File: config.mk
export PLATFORM = sky130hd
export DESIGN_NAME = alu_issue_ctrl_flat
export DESIGN_NICKNAME = d
export VERILOG_FILES = /design/src/rtl/alu_issue_ctrl_if.sv /design/src/rtl/alu_issue_ctrl.sv /design/src/flat_wrapper.sv
export SDC_FILE = /design/constraint.sdc
export NUM_CORES = 1
export LEC_CHECK = 0
export ABC_AREA = 1
export CORE_MARGIN = 8
export CORE_UTILIZATION = 49
export CTS_BUF_LIST = sky130_fd_sc_hd__clkbuf_8
export CTS_CLUSTER_DIAMETER = 150
export CTS_CLUSTER_SIZE = 24
export DETAILED_ROUTE_END_ITERATION = 10
export GPL_ROUTABILITY_DRIVEN = 0
export PLACE_DENSITY = 0.79
export SETUP_SLACK_MARGIN = 0.3
export SLEW_MARGIN = 40
export SYNTH_ARGS = -nofsm -noshare
export SYNTH_HDL_FRONTEND = slang
export SYNTH_SLANG_ARGS = --single-unit
File: constraint.sdc
create_clock -name clk -period 1.9 [get_ports clk]
set_clock_uncertainty 0.2 [all_clocks]
set_input_delay 0.19 -clock clk [delete_from_list [all_inputs] [get_ports clk]]
set_output_delay 0.19 -clock clk [all_outputs]
set_load 0.02 [all_outputs]
File: src/rtl/alu_issue_ctrl_if.sv
//============================================================================
// Module      : alu_issue_ctrl_if
// Description : Instruction fetch handshake between an instruction source
//               (master) and the ALU issue controller (slave).
//                 instr        8  {op[7:5], rsvd[4], rd[3:2], rs[1:0]}
//                 instr_valid  1  instr is valid (source side)
//                 instr_ready  1  controller accepts instr this cycle
// Revision    : 1.0 - initial release
//============================================================================
`default_nettype none

interface alu_issue_ctrl_if;
    logic [7:0] instr;
    logic       instr_valid;
    logic       instr_ready;

    modport master (
        output instr,
        output instr_valid,
        input  instr_ready
    );

    modport slave (
        input  instr,
        input  instr_valid,
        output instr_ready
    );
endinterface

`default_nettype wire

File: src/rtl/alu_issue_ctrl.sv
//============================================================================
// Module      : alu_issue_ctrl
// Description : Control end of an 8-bit ALU datapath. Fetches one
//               instruction at a time, decodes it into ALU operands and
//               select lines, and writes the ALU result back into a 4x8
//               register file. Also owns the carry flag.
//               Sequence: FETCH -> DECODE -> EXEC, one instruction in
//               flight, 1 instruction per 3 cycles.
// Ports       : clk, rst            clock / synchronous active-high reset
//               instr_if (slave)    instruction valid/ready handshake
//               ld_en/addr/data     direct register load (FETCH only)
//               alu_a, alu_b        operands R[rd], R[rs] (registered)
//               alu_sel[4:0]        {s4,s3,s2,s1,s0} to the ALU
//               alu_o, alu_cout     ALU result and carry out
//               carry               carry flag
//               done                one-cycle pulse on writeback (EXEC)
//               dbg_addr/dbg_data   combinational register read port
//               zero                zero flag (ALU_CTRL_ZFLAG_EN only)
// Options     : ALU_CTRL_ZFLAG_EN - adds the zero flag output.
// Notes       : DATA_W must be 8 and REG_AW must be 2; the instruction
//               format hard-codes 2-bit register fields.
// Revision    : 1.0 - initial release
//============================================================================
`default_nettype none

module alu_issue_ctrl #(
    parameter int DATA_W = 8,
    parameter int REG_AW = 2
) (
    input  logic              clk,
    input  logic              rst,
    alu_issue_ctrl_if.slave   instr_if,
    input  logic              ld_en,
    input  logic [REG_AW-1:0] ld_addr,
    input  logic [DATA_W-1:0] ld_data,
    output logic [DATA_W-1:0] alu_a,
    output logic [DATA_W-1:0] alu_b,
    output logic [4:0]        alu_sel,
    input  logic [DATA_W-1:0] alu_o,
    input  logic              alu_cout,
    output logic              carry,
    output logic              done,
    input  logic [REG_AW-1:0] dbg_addr,
    output logic [DATA_W-1:0] dbg_data
`ifdef ALU_CTRL_ZFLAG_EN
    ,
    output logic              zero
`endif
);

    localparam int C_NREGS = 1 << REG_AW;

    localparam logic [2:0] C_OP_ADD  = 3'b000;
    localparam logic [2:0] C_OP_SUB  = 3'b001;
    localparam logic [2:0] C_OP_AND  = 3'b010;
    localparam logic [2:0] C_OP_MOV  = 3'b011;
    localparam logic [2:0] C_OP_INC  = 3'b100;
    localparam logic [2:0] C_OP_NOP  = 3'b101;
    localparam logic [2:0] C_OP_ADC  = 3'b110;
    localparam logic [2:0] C_OP_CLRC = 3'b111;

    localparam logic [4:0] C_SEL_ADD = 5'b00000;
    localparam logic [4:0] C_SEL_SUB = 5'b01100;
    localparam logic [4:0] C_SEL_AND = 5'b00001;
    localparam logic [4:0] C_SEL_MOV = 5'b00011;
    localparam logic [4:0] C_SEL_INC = 5'b10100;
    localparam logic [4:0] C_SEL_NOP = 5'b00010;

    typedef enum logic [1:0] {
        ST_FETCH  = 2'd0,
        ST_DECODE = 2'd1,
        ST_EXEC   = 2'd2
    } state_t;

    state_t             r_state;
    state_t             w_state_nxt;

    logic [DATA_W-1:0]  r_regs [C_NREGS];
    logic [2:0]         r_op;
    logic [REG_AW-1:0]  r_rd;
    logic [REG_AW-1:0]  r_rs;
    logic [DATA_W-1:0]  r_alu_a;
    logic [DATA_W-1:0]  r_alu_b;
    logic [4:0]         r_alu_sel;
    logic               r_carry;
`ifdef ALU_CTRL_ZFLAG_EN
    logic               r_zero;
`endif

    logic               w_instr_ready;
    logic               w_done;
    logic               w_ld_fire;
    logic               w_accept;
    logic [4:0]         w_sel_dec;
    logic               w_wr_rd;
    logic               w_wr_carry;

    // Reserved instruction bit is deliberately ignored.
    logic               w_unused_rsvd;
    assign w_unused_rsvd = instr_if.instr[4];

    //------------------------------------------------------------------------
    // FSM state register
    //------------------------------------------------------------------------
    always_ff @(posedge clk) begin
        if (rst) begin
            r_state <= ST_FETCH;
        end else begin
            r_state <= w_state_nxt;
        end
    end

    //------------------------------------------------------------------------
    // FSM next state and handshake/strobe outputs
    //------------------------------------------------------------------------
    always_comb begin
        w_state_nxt   = r_state;
        w_instr_ready = 1'b0;
        w_done        = 1'b0;
        w_ld_fire     = 1'b0;
        case (r_state)
            ST_FETCH: begin
                // A direct load wins over instruction fetch in the same cycle.
                w_ld_fire     = ld_en;
                w_instr_ready = ~ld_en;
                if (instr_if.instr_valid && !ld_en) begin
                    w_state_nxt = ST_DECODE;
                end
            end
            ST_DECODE: begin
                w_state_nxt = ST_EXEC;
            end
            ST_EXEC: begin
                w_done      = 1'b1;
                w_state_nxt = ST_FETCH;
            end
            default: begin
                w_state_nxt = ST_FETCH;
            end
        endcase
        // Reset held mid-instruction must suppress ready and the done pulse
        // in the same cycle, not one cycle later.
        if (rst) begin
            w_instr_ready = 1'b0;
            w_done        = 1'b0;
            w_ld_fire     = 1'b0;
        end
    end

    assign w_accept = instr_if.instr_valid && w_instr_ready;

    //------------------------------------------------------------------------
    // Opcode decode: ALU select lines and writeback enables
    //------------------------------------------------------------------------
    always_comb begin
        w_sel_dec  = C_SEL_NOP;
        w_wr_rd    = 1'b0;
        w_wr_carry = 1'b0;
        case (r_op)
            C_OP_ADD: begin
                w_sel_dec  = C_SEL_ADD;
                w_wr_rd    = 1'b1;
                w_wr_carry = 1'b1;
            end
            C_OP_SUB: begin
                w_sel_dec  = C_SEL_SUB;
                w_wr_rd    = 1'b1;
                w_wr_carry = 1'b1;
            end
            C_OP_AND: begin
                w_sel_dec = C_SEL_AND;
                w_wr_rd   = 1'b1;
            end
            C_OP_MOV: begin
                w_sel_dec = C_SEL_MOV;
                w_wr_rd   = 1'b1;
            end
            C_OP_INC: begin
                w_sel_dec  = C_SEL_INC;
                w_wr_rd    = 1'b1;
                w_wr_carry = 1'b1;
            end
            C_OP_ADC: begin
                // Carry-in line s2 carries the flag as it stands at DECODE.
                w_sel_dec  = {2'b00, r_carry, 2'b00};
                w_wr_rd    = 1'b1;
                w_wr_carry = 1'b1;
            end
            default: begin
                // NOP and CLRC drive the idle select and write no register.
                w_sel_dec = C_SEL_NOP;
            end
        endcase
    end

    //------------------------------------------------------------------------
    // Datapath: register file, instruction register, operands, flags
    //------------------------------------------------------------------------
    always_ff @(posedge clk) begin
        if (rst) begin
            for (int i = 0; i < C_NREGS; i++) begin
                r_regs[i] <= '0;
            end
            r_op      <= C_OP_NOP;
            r_rd      <= '0;
            r_rs      <= '0;
            r_alu_a   <= '0;
            r_alu_b   <= '0;
            r_alu_sel <= C_SEL_NOP;
            r_carry   <= 1'b0;
`ifdef ALU_CTRL_ZFLAG_EN
            r_zero    <= 1'b0;
`endif
        end else begin
            if (w_ld_fire) begin
                r_regs[ld_addr] <= ld_data;
            end

            if (w_accept) begin
                r_op <= instr_if.instr[7:5];
                r_rd <= instr_if.instr[3:2];
                r_rs <= instr_if.instr[1:0];
            end

            if (r_state == ST_DECODE) begin
                r_alu_a   <= r_regs[r_rd];
                r_alu_b   <= r_regs[r_rs];
                r_alu_sel <= w_sel_dec;
            end

            if (r_state == ST_EXEC) begin
                if (w_wr_rd) begin
                    r_regs[r_rd] <= alu_o;
                end
                if (w_wr_carry) begin
                    r_carry <= alu_cout;
                end else if (r_op == C_OP_CLRC) begin
                    r_carry <= 1'b0;
                end
`ifdef ALU_CTRL_ZFLAG_EN
                if (w_wr_rd) begin
                    r_zero <= (alu_o == '0);
                end
`endif
            end
        end
    end

    //------------------------------------------------------------------------
    // Outputs
    //------------------------------------------------------------------------
    assign instr_if.instr_ready = w_instr_ready;
    assign done                 = w_done;
    assign alu_a                = r_alu_a;
    assign alu_b                = r_alu_b;
    assign alu_sel              = r_alu_sel;
    assign carry                = r_carry;
    assign dbg_data             = r_regs[dbg_addr];
`ifdef ALU_CTRL_ZFLAG_EN
    assign zero                 = r_zero;
`endif

endmodule

`default_nettype wire

File: src/flat_wrapper.sv
// flat-port wrapper written by rule: the top's interface ports become plain ports
module alu_issue_ctrl_flat 
#(
    parameter int DATA_W = 8,
    parameter int REG_AW = 2
)
  (clk, rst, ld_en, ld_addr, ld_data, alu_a, alu_b, alu_sel, alu_o, alu_cout, carry, done, dbg_addr, dbg_data, instr_if_instr, instr_if_instr_valid, instr_if_instr_ready);
  alu_issue_ctrl_if instr_if_i ();
  input  logic clk;
  input  logic rst;
  input  logic ld_en;
  input  logic [REG_AW-1:0] ld_addr;
  input  logic [DATA_W-1:0] ld_data;
  output logic [DATA_W-1:0] alu_a;
  output logic [DATA_W-1:0] alu_b;
  output logic [4:0] alu_sel;
  input  logic [DATA_W-1:0] alu_o;
  input  logic alu_cout;
  output logic carry;
  output logic done;
  input  logic [REG_AW-1:0] dbg_addr;
  output logic [DATA_W-1:0] dbg_data;
  input wire logic [$bits(instr_if_i.instr)-1:0] instr_if_instr;
  input wire logic [$bits(instr_if_i.instr_valid)-1:0] instr_if_instr_valid;
  output wire logic [$bits(instr_if_i.instr_ready)-1:0] instr_if_instr_ready;
  assign instr_if_i.instr = instr_if_instr;
  assign instr_if_i.instr_valid = instr_if_instr_valid;
  assign instr_if_instr_ready = instr_if_i.instr_ready;
  alu_issue_ctrl #(.DATA_W(DATA_W), .REG_AW(REG_AW)) u_core (.clk(clk), .rst(rst), .instr_if(instr_if_i), .ld_en(ld_en), .ld_addr(ld_addr), .ld_data(ld_data), .alu_a(alu_a), .alu_b(alu_b), .alu_sel(alu_sel), .alu_o(alu_o), .alu_cout(alu_cout), .carry(carry), .done(done), .dbg_addr(dbg_addr), .dbg_data(dbg_data));
endmodule
# Word level (Yosys, flattened, before mapping)
# Memories as Yosys holds them, arrays and structs flattened. A register that Yosys moved wholly into a read port is not among the register bits.
# Index checks and enable logic that the tools add are counted.
# Widths: inputs -> output; s select.
totals:
  ff_bits: 15
  mem_bits_rw: 32
  inputBits: 33
  output_inout_bits: 32
  word_cells: 56
  memories: 1
op_classes:
  n_eq_ne: 9
  muxes: 28
  bitwise: 1
  n_reduce_logical: 11
mem_list:
  columns: ["name", "words", "width", "rd", "rd_ports_with_merged_regs", "wr", "line", "text"]
  rows:
  - ["u_core.r_regs", 4, 8, 3, 2, 4, "alu_issue_ctrl.sv:78", "logic [DATA_W-1:0] r_regs [C_NREGS];"]
ops:
  columns: ["op", "count"]
  rows:
  - ["$pmux 5 s6", 1]
  - ["$mux 1", 21]
  - ["$mux 8", 2]
  - ["$reduce_or 8->1", 2]
  - ["$eq 3x3->1 const B", 3]
  - ["$eq 3x2->1 const B", 2]
  - ["$mux 2", 3]
  - ["$reduce_or 6->1", 1]
  - ["$pmux 2 s2", 1]
  - ["$reduce_or 4->1", 1]
  - ["$eq 3x1->1 const B", 1]
  - ["$logic_not 3->1", 1]
  - ["$eq 2x1->1 const B", 1]
  - ["$eq 2x2->1 const B", 1]
  - ["$logic_and 1x1->1", 2]
  - ["$logic_not 2->1", 1]
  - ["$ne 2x1->1 const B", 1]
  - ["$reduce_and 2->1", 1]
  - ["$reduce_bool 2->1", 1]
  - ["$logic_not 1->1", 1]
  - ["$not 1->1", 1]

# Longest topological paths before layout
depth:
  depth_word: 9
  mapped_depth: 8
  depth_no_buf: 7

# Worst setup path before layout
# Ideal clock, no wire load.
synth_timing:
  kind: "register -> register"
  startpoint: "reg u_core.r_state[0]"
  endpoint: "mem u_core.r_regs[3][0] (enable)"
  setup_ps: 370
  t_arrival_ps: 1443
  t_required_ps: 1330
  path_slack_ps: -113
  stages_incl_launch_ff: 6
  n_path_buf: 0
  synth_period_minus_slack_ps: 2013
  path_cell_list: "dfxtp_1 -> nor3_2 -> nand3_1 -> nand2_1 -> nand2_1 -> nor2_1"
synth_rtl:
  columns: ["item", "line", "text"]
  rows:
  - ["start, declared", "alu_issue_ctrl.sv:75", "state_t r_state;"]
  - ["start signal, assigned", "alu_issue_ctrl.sv:109", "r_state <= w_state_nxt;"]
  - ["end, declared", "alu_issue_ctrl.sv:78", null]

==> results.toml <==
[route]
viasPerCell = 5.44
route.detailed.drc = 0
route.final.wire_length_mm = 9.48
drt_iter0_drc = 208
dr.pass1.iters = 4
wl_per_cell_um = 15.5
antenna_left = 0
via_count = 3321

[die]
initial_core_util_pct = 50.1
fp-row-count = 30
die_area_sq_mm = 0.00978
die_w_um = 98.9
coreArea_sq_mm = 0.00672
die_h_um = 98.9
io_pins = 65

[sta]
setup_violations = 0
max_slew.worst_pin.slew_ns = 0.625
min_period_ns = 1.71
drv_slew = 0
fmaxAchievable_mhz = 585
fin_ws_ns = 0.191
fin_crit_sh_pct = 89.9
slew-limit-headroom_pct = 58.3
rsz0062_at_grt = "true"
hold_viol_final = 0

[finish]
fin_area_sq_mm = 0.00475
n_antenna_cell = 0
final_cell_mix = "59 x nand2_1, 43 x nor2_1, 43 x buf_4"
final_common_cell = "nand2_1"
syn_to_final_growth_pct = 40.9
drive_gt1_share_pct = 29.2
final_nets = 559

[logic_synthesis]
synthesis.nets = 465
avgSynthCellArea_sq_um = 7.80
synth_cells = 432
ys_warn_count = 0
syn_area_sq_mm = 0.00337
yosysUniqueCellTypes = 26
synth_area_leaders = "edfxtp_1 29%, dfxtp_1 18%, a21oi_1 7.4%"
yosysSeqAreaShare_pct = 47.0
yosysTopAreaCell = "edfxtp_1"
synth_top_area_share_pct = 28.5
ys_ff_latch = 63

[clock_network]
clkSinkCount = 63
root_buffer = "clkbuf_8"
clockBufferDepth = 2
clkTransAtPathRegs_ns = 0.08
cts_made_buffers = 9
insertion_delay_ns = 0.35
htreeDepth = 3
ctsHoldBuffers = 0
cts_tree = "built"

[global_routing]
grt_util_all_layers_pct = 18.4
first_global_vias = 3119
gr-total-overflow = 0
antenna_found_initial = 0
grt_max_degree = 37
grt_pass1_wl_mm = 14.7

[hold_path]
hp-class = "input port to flip-flop"

[placed_design]
pre_cts_ws_ns = -0.412
placed_area_sq_mm = 0.00416
numPortBuffers = 63
place_hpwl_mm = 6.17

[worst_setup_path]
required_ns = 1.82
r2r-end = "u_core.r_regs[2][1]$_SDFFCE_PN0P_"
cp-end-kind = "flip-flop"
crit_arrival_ns = 1.63
cp-startpoint = "u_core.r_state[1]$_SDFFE_PP0P_"
critical_path_class = "flip-flop to flip-flop"
worstSetupStartpointType = "flip-flop"
crit_fanout = 8
endpoint = "u_core.r_regs[2][1]$_SDFFCE_PN0P_"
reg2regPathDepth = 8
reg2reg_from = "u_core.r_state[1]$_SDFFE_PP0P_"
r2r_slack_ns = 0.19

[job]
maxCapViolCount = 0

[power]
peakVddDrop_mv = 0.393
p_leak_nw = 2.02
p_per_area_mw_per_mm2 = 744

[outcome]
status = "complete, no violations"
sequential cells by signal (all words and copies together), names as in the netlist:
register and cells:
u_core.alu_a 8, u_core.alu_b 8, u_core.alu_sel 5, u_core.carry 1, u_core.r_op 3, u_core.r_rd 2
u_core.r_regs 32, u_core.r_rs 2, u_core.r_state 2
worst max-delay path, cell delays in order (launching register included):
cell and delay, ns:
dfxtp_4 0.40, inv_6 0.05, nor2_4 0.14, nand4_1 0.18, nand2_4 0.18, inv_2 0.06
nand2_4 0.08, buf_8 0.14, nor2_1 0.05
area by class of cell:
class                           instances  area (sq um)
Fill cell                             507          1970
Multi-Input combinational cell        280          1610
Sequential cell                        63          1590
Timing Repair Buffer                  106           951
Inverter                               64           258
Clock buffer                            9           124
Clock inverter                          7           104
Tap cell                               80           100
Timing Repair inverter                  2          12.5
cell usage after synthesis, drive strengths merged:
cell type	instances
a21oi	50
nor4	1
o211ai	16
nor3	1
edfxtp	32
nor2	59
nand3	27
o21ai	40
buf	16
inv	64
nand4	15
dfxtp	31
nand2	71
clkbuf	9
per-layer routing:
metal	GRT usage, %	vias up	share of wire, %
li1	-	1637	-
met1	22.7	1504	41
met2	30.1	159	49
met3	4.23	21	7.4
met4	8.03	0	1.9
met5	0	-	0
worst min-delay path by stage:
stage | depth (start not counted) | from | slack [ns] | to
global route | 3 | instr_if_instr[7] | 0.20 | u_core.r_op[2]$_SDFFE_PP1P_
finish | 3 | instr_if_instr[5] | 0.20 | u_core.r_op[0]$_SDFFE_PP1P_
detailed placement | 2 | u_core.alu_sel[2]$_SDFFE_PP0N_ | 0.26 | u_core.alu_sel[2]$_SDFFE_PP0N_
floorplan | 2 | instr_if_instr[5] | 0.10 | u_core.r_op[0]$_SDFFE_PP1P_
global placement | 2 | u_core.alu_sel[2]$_SDFFE_PP0N_ | 0.26 | u_core.alu_sel[2]$_SDFFE_PP0N_
CTS | 3 | instr_if_instr[7] | 0.18 | u_core.r_op[2]$_SDFFE_PP1P_
cells by family (layout without fill, tap and decap cells):
group	after synthesis	after routing	share of synthesized area (%)
simple gates	174	174	23.9
buf+inv	89	188	11.3
flops	63	63	47.0
compound gates	106	106	17.8
where the power goes:
| group | internal [mW] | switching [mW] |
|---|---|---|
| combinational | 0.264 | 0.356 |
| sequential | 1.50 | 0.0602 |
| clock | 0.756 | 0.596 |
metrics by stage:
| step | std cells | hold slack, ns | setup TNS (ns) | util [%] | power, mW |
|---|---|---|---|---|---|
| after CTS | 604 | 0.181 | 0 | 67.7 | 3.48 |
| after global placement | 571 | 0.260 | -6.25 | 61.9 | 2.10 |
| after detailed placement | 571 | 0.258 | -7.72 | 61.9 | 2.12 |
| after floorplan | 432 | 0.103 | 0 | - | 1.89 |
| after global routing | 611 | 0.202 | 0 | 70.7 | 3.65 |
| final | 611 | 0.195 | 0 | 70.7 | 3.53 |
what timing repair did:
item	4_1_cts	5_1_grt
pin swaps	16	8
gates resized for setup	117	40
setup buffers	16	6
endpoints found under the hold margin	0	0
cloned	1	1
endpoints found under the setup margin	88	67
No activity file was read; power rests on OpenSTA's default activity.
